## config.mk

```make
export PLATFORM = sky130hd
export DESIGN_NAME = separable_switch_allocator_flat
export DESIGN_NICKNAME = d
export VERILOG_FILES = /design/src/rtl/separable_switch_allocator_pkg.sv /design/src/rtl/separable_switch_allocator_if.sv /design/src/rtl/separable_switch_allocator_arbiter.sv /design/src/rtl/separable_switch_allocator.sv /design/src/flat_wrapper.sv
export SDC_FILE = /design/constraint.sdc
export NUM_CORES = 1
export LEC_CHECK = 0
export ABC_CLOCK_PERIOD_IN_PS = 7100
export CAP_MARGIN = 20
export CORE_UTILIZATION = 60
export DETAILED_ROUTE_END_ITERATION = 12
export PLACE_DENSITY = 0.83
export SETUP_SLACK_MARGIN = 0.05
export SKIP_CTS_REPAIR_TIMING = 1
export SYNTH_ARGS = -nofsm -noshare
export SYNTH_HDL_FRONTEND = slang
export SYNTH_SLANG_ARGS = --single-unit
export TNS_END_PERCENT = 50
```

## constraint.sdc

```tcl
create_clock -name clk -period 7.1 [get_ports clk]
set_input_delay 1.065 -clock clk [delete_from_list [all_inputs] [get_ports clk]]
set_output_delay 1.065 -clock clk [all_outputs]
set_load 0.1 [all_outputs]
```

## src/rtl/separable_switch_allocator_pkg.sv

```systemverilog
// Shared NoC parameters and the port direction type used by the switch allocator.
package noc_params;

    localparam int VC_NUM       = 2;
    localparam int VC_SIZE      = (VC_NUM > 1) ? $clog2(VC_NUM) : 1;
    localparam int PORT_NUM_DEF = 5;
    localparam int PORT_SIZE    = $clog2(PORT_NUM_DEF);

    typedef enum logic [PORT_SIZE-1:0] {
        LOCAL = 3'd0,
        NORTH = 3'd1,
        SOUTH = 3'd2,
        WEST  = 3'd3,
        EAST  = 3'd4
    } port_t;

endpackage

```

## src/rtl/separable_switch_allocator_if.sv

```systemverilog
// Request/grant bundle between the router input stage and the switch allocator.
interface separable_switch_allocator_if
    import noc_params::*;
#(
    parameter int PORT_NUM = 5
);

    logic  [PORT_NUM-1:0][VC_NUM-1:0]               switch_request_i;
    port_t [PORT_NUM-1:0][VC_NUM-1:0]               out_port_i;
    logic  [PORT_NUM-1:0][VC_NUM-1:0][VC_SIZE-1:0]  downstream_vc_i;
    logic  [PORT_NUM-1:0][VC_NUM-1:0]               on_off_i;

    logic  [PORT_NUM-1:0]                           valid_sel_o;
    logic  [PORT_NUM-1:0][VC_SIZE-1:0]              vc_sel_o;
    logic  [PORT_NUM-1:0][PORT_SIZE-1:0]            input_vc_sel_o;
    logic  [PORT_NUM-1:0]                           valid_flit_o;
    logic  [PORT_NUM-1:0][VC_SIZE-1:0]              downstream_vc_o;

    modport master (
        output switch_request_i, out_port_i, downstream_vc_i, on_off_i,
        input  valid_sel_o, vc_sel_o, input_vc_sel_o, valid_flit_o, downstream_vc_o
    );

    modport slave (
        input  switch_request_i, out_port_i, downstream_vc_i, on_off_i,
        output valid_sel_o, vc_sel_o, input_vc_sel_o, valid_flit_o, downstream_vc_o
    );

endinterface

```

## src/rtl/separable_switch_allocator_arbiter.sv

```systemverilog
// Round-robin arbiter: one-hot grant searched from a rotating pointer; the pointer
// moves past the winner only when the caller confirms the grant via update_i.
module round_robin_arbiter #(
    parameter int AGENTS_NUM = 4
) (
    input  logic                  clk,
    input  logic                  rst,
    input  logic [AGENTS_NUM-1:0] request_i,
    input  logic                  update_i,
    output logic [AGENTS_NUM-1:0] grant_o
);

    localparam int               PTR_W = (AGENTS_NUM > 1) ? $clog2(AGENTS_NUM) : 1;
    localparam logic [PTR_W-1:0] LAST  = PTR_W'(AGENTS_NUM - 1);

    logic [PTR_W-1:0] ptr_q, ptr_d;
    logic [PTR_W-1:0] grant_idx;
    logic             found;

    // NOTE: every variable written here gets a default first, so no path can infer a latch.
    always_comb begin
        int idx;
        idx       = 0;
        grant_o   = '0;
        grant_idx = '0;
        found     = 1'b0;
        for (int k = 0; k < AGENTS_NUM; k++) begin
            idx = int'(ptr_q) + k;
            if (idx >= AGENTS_NUM) idx = idx - AGENTS_NUM;
            if (!found && request_i[idx[PTR_W-1:0]]) begin
                found                   = 1'b1;
                grant_o[idx[PTR_W-1:0]] = 1'b1;
                grant_idx               = idx[PTR_W-1:0];
            end
        end
    end

    always_comb begin
        ptr_d = ptr_q;
        if (update_i && found) begin
            ptr_d = (grant_idx == LAST) ? '0 : grant_idx + 1'b1;
        end
    end

    // NOTE: state registers use non-blocking assignments so every flop samples pre-edge values.
    always_ff @(posedge clk) begin
        if (rst) ptr_q <= '0;
        else     ptr_q <= ptr_d;
    end

endmodule

```

## src/rtl/separable_switch_allocator.sv

```systemverilog
// Two-stage separable switch allocator: per-input VC round-robin, then per-output
// input round-robin; fully combinational grant, only arbiter pointers are state.
module separable_switch_allocator
    import noc_params::*;
#(
    parameter int PORT_NUM = 5
) (
    input logic                         clk,
    input logic                         rst,
    separable_switch_allocator_if.slave bus
);

    logic  [PORT_NUM-1:0][VC_NUM-1:0]     eligible;
    logic  [PORT_NUM-1:0][VC_NUM-1:0]     vc_grant;
    logic  [PORT_NUM-1:0]                 s1_valid;
    logic  [PORT_NUM-1:0][VC_SIZE-1:0]    s1_vc;
    port_t [PORT_NUM-1:0]                 s1_port;
    logic  [PORT_NUM-1:0][PORT_NUM-1:0]   out_req;     // [output][input]
    logic  [PORT_NUM-1:0][PORT_NUM-1:0]   port_grant;  // [output][input]

    logic  [PORT_NUM-1:0]                 valid_sel;
    logic  [PORT_NUM-1:0][VC_SIZE-1:0]    vc_sel;
    logic  [PORT_NUM-1:0][PORT_SIZE-1:0]  input_vc_sel;
    logic  [PORT_NUM-1:0]                 valid_flit;
    logic  [PORT_NUM-1:0][VC_SIZE-1:0]    dvc_out;

    // A request only competes if the downstream VC it targets can take a flit now.
    always_comb begin
        eligible = '0;
        for (int p = 0; p < PORT_NUM; p++) begin
            for (int v = 0; v < VC_NUM; v++) begin
                if (int'(bus.out_port_i[p][v]) < PORT_NUM) begin
                    eligible[p][v] = bus.switch_request_i[p][v] &&
                                     bus.on_off_i[bus.out_port_i[p][v]][bus.downstream_vc_i[p][v]];
                end
            end
        end
    end

    for (genvar gp = 0; gp < PORT_NUM; gp++) begin : g_in_arb
        round_robin_arbiter #(.AGENTS_NUM(VC_NUM)) u_arb (
            .clk       (clk),
            .rst       (rst),
            .request_i (eligible[gp]),
            .update_i  (valid_sel[gp]),
            .grant_o   (vc_grant[gp])
        );
    end

    always_comb begin
        s1_valid = '0;
        s1_vc    = '0;
        out_req  = '0;
        for (int p = 0; p < PORT_NUM; p++) begin
            s1_port[p]  = LOCAL;
            s1_valid[p] = |vc_grant[p];
            for (int v = 0; v < VC_NUM; v++) begin
                if (vc_grant[p][v]) begin
                    s1_vc[p]   = VC_SIZE'(v);
                    s1_port[p] = bus.out_port_i[p][v];
                end
            end
        end
        for (int o = 0; o < PORT_NUM; o++) begin
            for (int p = 0; p < PORT_NUM; p++) begin
                out_req[o][p] = s1_valid[p] && (int'(s1_port[p]) == o);
            end
        end
    end

    // An output with any stage-2 request always grants, so its pointer advances then.
    for (genvar go = 0; go < PORT_NUM; go++) begin : g_out_arb
        round_robin_arbiter #(.AGENTS_NUM(PORT_NUM)) u_arb (
            .clk       (clk),
            .rst       (rst),
            .request_i (out_req[go]),
            .update_i  (|out_req[go]),
            .grant_o   (port_grant[go])
        );
    end

    always_comb begin
        valid_sel    = '0;
        vc_sel       = '0;
        input_vc_sel = '0;
        valid_flit   = '0;
        dvc_out      = '0;
        if (!rst) begin
            for (int o = 0; o < PORT_NUM; o++) begin
                for (int p = 0; p < PORT_NUM; p++) begin
                    if (port_grant[o][p]) begin
                        valid_flit[o]   = 1'b1;
                        input_vc_sel[o] = PORT_SIZE'(p);
                        dvc_out[o]      = bus.downstream_vc_i[p][s1_vc[p]];
                        valid_sel[p]    = 1'b1;
                        vc_sel[p]       = s1_vc[p];
                    end
                end
            end
        end
    end

    assign bus.valid_sel_o     = valid_sel;
    assign bus.vc_sel_o        = vc_sel;
    assign bus.input_vc_sel_o  = input_vc_sel;
    assign bus.valid_flit_o    = valid_flit;
    assign bus.downstream_vc_o = dvc_out;

endmodule

```

## src/flat_wrapper.sv

```systemverilog
// flat-port wrapper written by rule: the top's interface ports become plain ports
module separable_switch_allocator_flat import noc_params::*;
#(
    parameter int PORT_NUM = 5
)
  (clk, rst, bus_switch_request_i, bus_out_port_i, bus_downstream_vc_i, bus_on_off_i, bus_valid_sel_o, bus_vc_sel_o, bus_input_vc_sel_o, bus_valid_flit_o, bus_downstream_vc_o);
  separable_switch_allocator_if #(.PORT_NUM(PORT_NUM)) bus_i ();
  input logic clk;
  input logic rst;
  input wire logic [$bits(bus_i.switch_request_i)-1:0] bus_switch_request_i;
  input wire logic [$bits(bus_i.out_port_i)-1:0] bus_out_port_i;
  input wire logic [$bits(bus_i.downstream_vc_i)-1:0] bus_downstream_vc_i;
  input wire logic [$bits(bus_i.on_off_i)-1:0] bus_on_off_i;
  output wire logic [$bits(bus_i.valid_sel_o)-1:0] bus_valid_sel_o;
  output wire logic [$bits(bus_i.vc_sel_o)-1:0] bus_vc_sel_o;
  output wire logic [$bits(bus_i.input_vc_sel_o)-1:0] bus_input_vc_sel_o;
  output wire logic [$bits(bus_i.valid_flit_o)-1:0] bus_valid_flit_o;
  output wire logic [$bits(bus_i.downstream_vc_o)-1:0] bus_downstream_vc_o;
  assign bus_i.switch_request_i = bus_switch_request_i;
  assign bus_i.out_port_i = bus_out_port_i;
  assign bus_i.downstream_vc_i = bus_downstream_vc_i;
  assign bus_i.on_off_i = bus_on_off_i;
  assign bus_valid_sel_o = bus_i.valid_sel_o;
  assign bus_vc_sel_o = bus_i.vc_sel_o;
  assign bus_input_vc_sel_o = bus_i.input_vc_sel_o;
  assign bus_valid_flit_o = bus_i.valid_flit_o;
  assign bus_downstream_vc_o = bus_i.downstream_vc_o;
  separable_switch_allocator #(.PORT_NUM(PORT_NUM)) u_core (.clk(clk), .rst(rst), .bus(bus_i));
endmodule
```

-- Word level (Yosys, flattened, before mapping)
Cells that the tools add are included.
Widths: inputs -> output; s select.
- logic and storage cells: 904
- register bits: 20
- bitwise gates (word level): 25
- reductions and logical operators: 145
- order comparisons: 140
- eq/ne operators: 25
- muxes and demuxes: 489
- $add $sub $neg: 70
- operators by type and width (kind ; count):
    $mux 1 ; 289
    $mux 3 ; 70
    $mux 5 ; 29
    $lt 3x4->1 const B ; 35
    $logic_and 1x1->1 ; 105
    $or 5x5->5 ; 20
    $ge 4x3->1 const B ; 20
    $bmux 1 s3 ; 25
    $demux 1 s3 ; 25
    $ge 3x1->1 const B ; 25
    $sub 3x3->3 const B ; 25
    $bmux 2 s3 ; 10
    $eq 3x3->1 const B ; 20
    $mux 2 ; 30
    $lt 1x2->1 const B ; 25
    $add 3x2->4 const B ; 10
    $lt 3x3->1 const B ; 10
    $logic_not 1->1 ; 25
    $reduce_or 5->1 ; 5
    $add 3x1->4 const B ; 5
    $add 3x3->4 const B ; 5
    $add 3x1->3 const B ; 5
    $eq 3x2->1 const B ; 5
    $ge 3x3->1 const B ; 5
    11 further kinds ; 66

-- Logic depth before layout (Yosys ltp)
- depth after elaboration: 38
- mapped depth: 23

-- By module
A second synthesis with hierarchy kept.
- cells, all modules: 1432
- area, all modules: 10416.2 sq um
- modules (own cells, without submodules) (module ; cells each ; area each (sq um) ; times used):
    round_robin_arbiter (u_core.g_out_arb[1].u_arb ...) ; 211 ; 1576.5 ; 3
    separable_switch_allocator ; 335 ; 2328.5 ; 1
    round_robin_arbiter (u_core.g_out_arb[4].u_arb) ; 216 ; 1531.5 ; 1
    round_robin_arbiter (u_core.g_out_arb[0].u_arb) ; 213 ; 1501.4 ; 1
    round_robin_arbiter (u_core.g_in_arb[0].u_arb ...) ; 7 ; 65.1 ; 5

-- Least setup slack after synthesis
OpenSTA, ideal clock, no wires.
- kind: input to output
- from: input port bus_on_off_i[1]
- to: output port bus_downstream_vc_o[0]
- path buffers: 4
- stages: 16
- arrival time: 6588 ps
- slack: -553 ps
- required time: 6035 ps
- path through: buf_2 -> mux2_4 -> a221oi_4 -> o31ai_1 -> or4_4 -> and4_4 -> buf_6 -> and3_1 -> or4_1 -> buf_2 -> a211oi_4 -> buf_6 -> nand3_2 -> o211ai_2 -> o32ai_1 -> a221oi_1
- word-level cells in the longest chain between the ends: 37
- elaborated cells between the ends (all ways): 187
- those cells by class: 135 x mux; 9 x bitwise; 43 x reduce/logical
- RTL lines (what ; RTL line ; source):
    start: declaration ; flat_wrapper.sv:13 ; input wire logic [$bits(bus_i.on_off_i)-1:0] bus_on_off_i;
    $bmux 2 s3 ; separable_switch_allocator.sv:34 ; bus.on_off_i[bus.out_port_i[p][v]][bus.downstream_vc_i[p][v]];
    $mux 2 (implied by the code) ; separable_switch_allocator.sv:34 ;
    $mux 1 (implied by the code) (2 in a row) ; separable_switch_allocator.sv:34 ;
    $logic_and 1x1->1 ; separable_switch_allocator.sv:33 ; eligible[p][v] = bus.switch_request_i[p][v] &&
    $mux 1 ; separable_switch_allocator.sv:32 ; if (int'(bus.out_port_i[p][v]) < PORT_NUM) begin
    $mux 1 (implied by the code) (2 in a row) ; separable_switch_allocator_arbiter.sv:30 ; if (!found && request_i[idx[PTR_W-1:0]]) begin
    $mux 1 ; separable_switch_allocator_arbiter.sv:30 ;
    $logic_not 1->1 ; separable_switch_allocator_arbiter.sv:30 ;
    [... 16 more ...] ; - ;
    $logic_and 1x1->1 ; separable_switch_allocator_arbiter.sv:30 ;
    $mux 1 ; separable_switch_allocator_arbiter.sv:30 ;
    $logic_not 1->1 ; separable_switch_allocator_arbiter.sv:30 ;
    $logic_and 1x1->1 ; separable_switch_allocator_arbiter.sv:30 ;
    $mux 5 ; separable_switch_allocator_arbiter.sv:30 ;
    $mux 1 (4 in a row) ; separable_switch_allocator.sv:91 ; if (port_grant[o][p]) begin
    $mux 1 * ; separable_switch_allocator.sv:91 ;
    $mux 5 * ; separable_switch_allocator.sv:88 ; if (!rst) begin
    end: declaration ; flat_wrapper.sv:18 ; output wire logic [$bits(bus_i.downstream_vc_o)-1:0] bus_downstream_vc_o;
Mark *: on every way between the ends. The rest lies on a longest branch, timed or not. The select of a mux whose other input is x is not followed.

-- Worst setup path in the final report
- from: input port bus_on_off_i[7]
- to: output port bus_vc_sel_o[1]
- word-level cells in the longest chain between the ends: 37
- elaborated cells between the ends (all ways): 337
- those cells by class: 20 x eq/ne; 197 x mux; 25 x bitwise; 95 x reduce/logical
- RTL lines (what ; RTL line ; source):
    $bmux 2 s3 ; separable_switch_allocator.sv:34 ;
    $mux 2 (implied by the code) ; separable_switch_allocator.sv:34 ;
    $mux 1 (implied by the code) (2 in a row) ; separable_switch_allocator.sv:34 ;
    $logic_and 1x1->1 ; separable_switch_allocator.sv:33 ;
    $mux 1 ; separable_switch_allocator.sv:32 ;
    $mux 1 (implied by the code) (2 in a row) ; separable_switch_allocator_arbiter.sv:30 ;
    $mux 1 ; separable_switch_allocator_arbiter.sv:30 ;
    $logic_not 1->1 ; separable_switch_allocator_arbiter.sv:30 ;
    [... 16 more ...] ; - ;
    $logic_and 1x1->1 ; separable_switch_allocator_arbiter.sv:30 ;
    $mux 1 ; separable_switch_allocator_arbiter.sv:30 ;
    $logic_not 1->1 ; separable_switch_allocator_arbiter.sv:30 ;
    $logic_and 1x1->1 ; separable_switch_allocator_arbiter.sv:30 ;
    $mux 5 ; separable_switch_allocator_arbiter.sv:30 ;
    $mux 1 (4 in a row) ; separable_switch_allocator.sv:91 ;
    $mux 1 * ; separable_switch_allocator.sv:91 ;
    $mux 5 * ; separable_switch_allocator.sv:88 ;
    end: declaration ; flat_wrapper.sv:15 ; output wire logic [$bits(bus_i.vc_sel_o)-1:0] bus_vc_sel_o;
Marks and branches as above.

==> run metrics <==
run status=complete, no violations; Critical-path top delay cell=clkdlybuf4s50_1; initial antenna violation count=0; worst-margin pin slew=~1 ns; Most used DFF post-synth=dfxtp_1; Netlist cell types=115; CP Cell Sequence=clkdlybuf4s50_1 -> mux4_2 -> and3_4 -> and2_1 -> or4b_1 -> a211o_1 -> or2_4 -> a221oi_4 -> a211oi_4 -> buf_4 -> buf_4 -> a221oi_4 -> nand2_1 -> nor4_2 -> nor3_1 -> buf_4 -> buf_12; DR top layer=met4; Hold Path Stages=2; sequential fraction of the synthesis area=0.0393; Synthesis Warnings=0; Comb power frac=0.938; area growth from synthesis to layout=20.5%; Area contributors post-synth=ha_1 6.1%, nor2_1 4.8%, nand2_1 4.4%; setup violators final=0; synthesis-stage register bit count=20; WP buf/inv=5; Syn Inst Count=between 1k and 1.5k; die outline height=132 um; row count=47; Yosys top cell by area=ha_1; worst stage delay on the critical path=between 0.6 and 0.7 ns; Syn Nets=~1.6k; via count=13.3k; pre-CTS setup slack=about 0.16 ns; final hold vios=0; vias in the first global route=roughly 12k; Total Power=~6.5 mW; layout cells sized above 1=0.150; cells on worst reg2reg path=18; Post-synth EDFFs=0; Die Width=132 um; Fill cells=between 1k and 1.5k; data required time at the worst endpoint=~6 ns; CP top delay family=simple AND/OR/NAND/NOR gates; critical path depth=17; CTS tree=yes; Clock Root Buffer=clkbuf_16; Setup WS post-layout=between 0.1 and 0.15 ns; Routed wire per std cell=between 20 and 25 um; Setup Crit Path Kind=input port to primary output; Crit path arrival time=about 5.9 ns; Residual DRC=0; Final ANT Viol Nets=0; Port-buffer cells=96; pin count of the biggest net entering global routing=44; Initial Util=0.614; async set or reset register ratio after synthesis=0; min Tclk post-route=roughly 7.0 ns; Min Hold Slack=~0.57 ns; met3 WL=between 5000 and 6000 um; first-pass GRT wire length=between 60000 and 70000 um; CTS Buf Count=3; clk_skew=between 0.01 and 0.015 ns; Via density=around 7.4; DRT iter0 DRCs=~1.6k; H-tree levels=1; routed length on met2=about 18000 um; I/O pins=just under 100; Clock power frac=0.024; Final period util=0.980; Worst path most repeated cell=buf_4; startpoint types=input port; TNS Setup=0 ns; crit-path max FO=10; TritonRoute pass-1 iters=6; VDD IR-drop max=between 0.6 and 0.7 mV; Layout Cells excl Fill=around 1.8k; P_int=about 2.5 mW; worst hold path type=flip-flop to flip-flop; Final Wtd Congestion=1.07; final WL=between 40000 and 50000 um; net switching power=approximately 4.0 mW; placed cell count=between 1.5k and 2k; share of the synthesized area in the top cell type=0.0614; Mapped Area=approximately 0.01 mm2; switch share=0.618; wl on met1=15500 um; fin. max-slew vios=0; Slew headroom=0.308; grt ovf=0; Worst setup EP type=primary output; ant diodes=0; Lkg Pwr=a little under 5 nW; Max-Cap Viols=0; post-DP HPWL=31900 um; Achievable Freq=around 140 MHz; RSZ-0062 raised after global routing=no; Seq pwr share=0.038; power per cell area=around 530 mW/mm2; Core Area=approximately 0.017 mm2; clock sinks=20; r2r startpoint=u_core.g_out_arb[3].u_arb.ptr_q[0]$_SDFFE_PP0P_; Clk Latency, worst-skew pair=around 0.28 ns; Max clock buf depth=2; Avg Cell Area, Syn=6.89 um2; internal reg-to-reg setup slack=2.05 ns; clk slew on worst S/H paths=roughly 0.07 ns; Die Area=~0.018 mm2; nets@finish=around 1.7k; All-Layer GR Usage=0.448
-- layout by cell type (no fill, tap or decap), types with 14 or more instances in the layout --
master           netlist  routed
nand4_1               33      33
ha_1                  50      50
or3_1                 22      22
nand2b_1              23      23
o31ai_1               23      23
a21o_1                18      18
nor4_1                36      36
nor2_1               131     130
o211ai_1              25      25
a211o_1               15      14
or4_1                 15      15
dfxtp_1               20      20
o21ai_0               58      56
nor2b_1               25      25
and3_1                22      22
nand2_1              119     118
mux2i_1               40      40
and2_1                24      24
inv_1                 84      84
nor3_1                59      55
nand3_1               71      71
buf_12                 0      34
o22ai_1               16      16
buf_4                  6      93
a21oi_1               79      78
clkdlybuf4s50_1        0      56
a211oi_1              22      19
a31oi_1               25      24
xnor2_1               25      25
-- worst max-delay path by stage --
stage / from / to
floorplan: bus_on_off_i[1] / bus_input_vc_sel_o[0]
finish: bus_on_off_i[7] / bus_vc_sel_o[1]
global placement: bus_out_port_i[24] / bus_downstream_vc_o[2]
detailed placement: bus_on_off_i[2] / bus_valid_sel_o[4]
CTS: bus_on_off_i[2] / bus_valid_sel_o[4]
global route: bus_on_off_i[4] / bus_downstream_vc_o[0]
-- metrics by stage --
stage	utilization	cell area (um2)
2_1_floorplan	-	10200
3_3_place_gp	0.724	12000
3_5_place_dp	0.724	12000
4_1_cts	0.729	12100
5_1_grt	0.740	12300
6_report	0.740	12300
-- cells in the mapped netlist, drive strengths merged, types with 33 or more instances --
library cell	number
a21oi	79
buf	36
clkbuf	47
ha	50
inv	85
mux2i	40
nand2	120
nand3	72
nand4	33
nor2	132
nor3	61
nor4	39
o21ai	64
-- cell families after synthesis --
group / after synthesis / share of synthesized area
mux: 66 / 0.0784
compound gates: 480 / 0.364
fa+ha+maj: 55 / 0.0712
simple gates: 660 / 0.354
flops: 20 / 0.0393
buf+inv: 173 / 0.0716
xor+xnor: 25 / 0.0215
-- metal layers --
layer,track usage,up-vias
met3,0.136,210
li1,-,6024
met4,0.263,0
met5,0,-
met2,0.698,974
met1,0.543,6134
-- power by group through the flow --
stage / Combinational (mW) / Sequential (mW) / Clock (mW)
after floorplan: 4.16 / 0.197 / 0
after global placement: 5.81 / 0.241 / 0
after detailed placement: 5.90 / 0.245 / 0
after CTS: 5.92 / 0.242 / 0.155
after global routing: 6.47 / 0.255 / 0.157
final: 6.13 / 0.248 / 0.154
-- tightest hold or removal path, stage by stage (launching register included) --
cell	delay, ns
dfxtp_1	0.33
inv_1	0.12
a221oi_2	0.07
-- area by class of cell --
type                    count  area (um2)  share of cell area
clock buffers               4        88.8             0.00724
inverters                  90         338              0.0275
multi-input cells        1286        9180               0.748
flip-flops and latches     20         400              0.0326
well taps                 220         275              0.0224
repair buffers            188        1990               0.162
(Power assumes the default switching activity.)
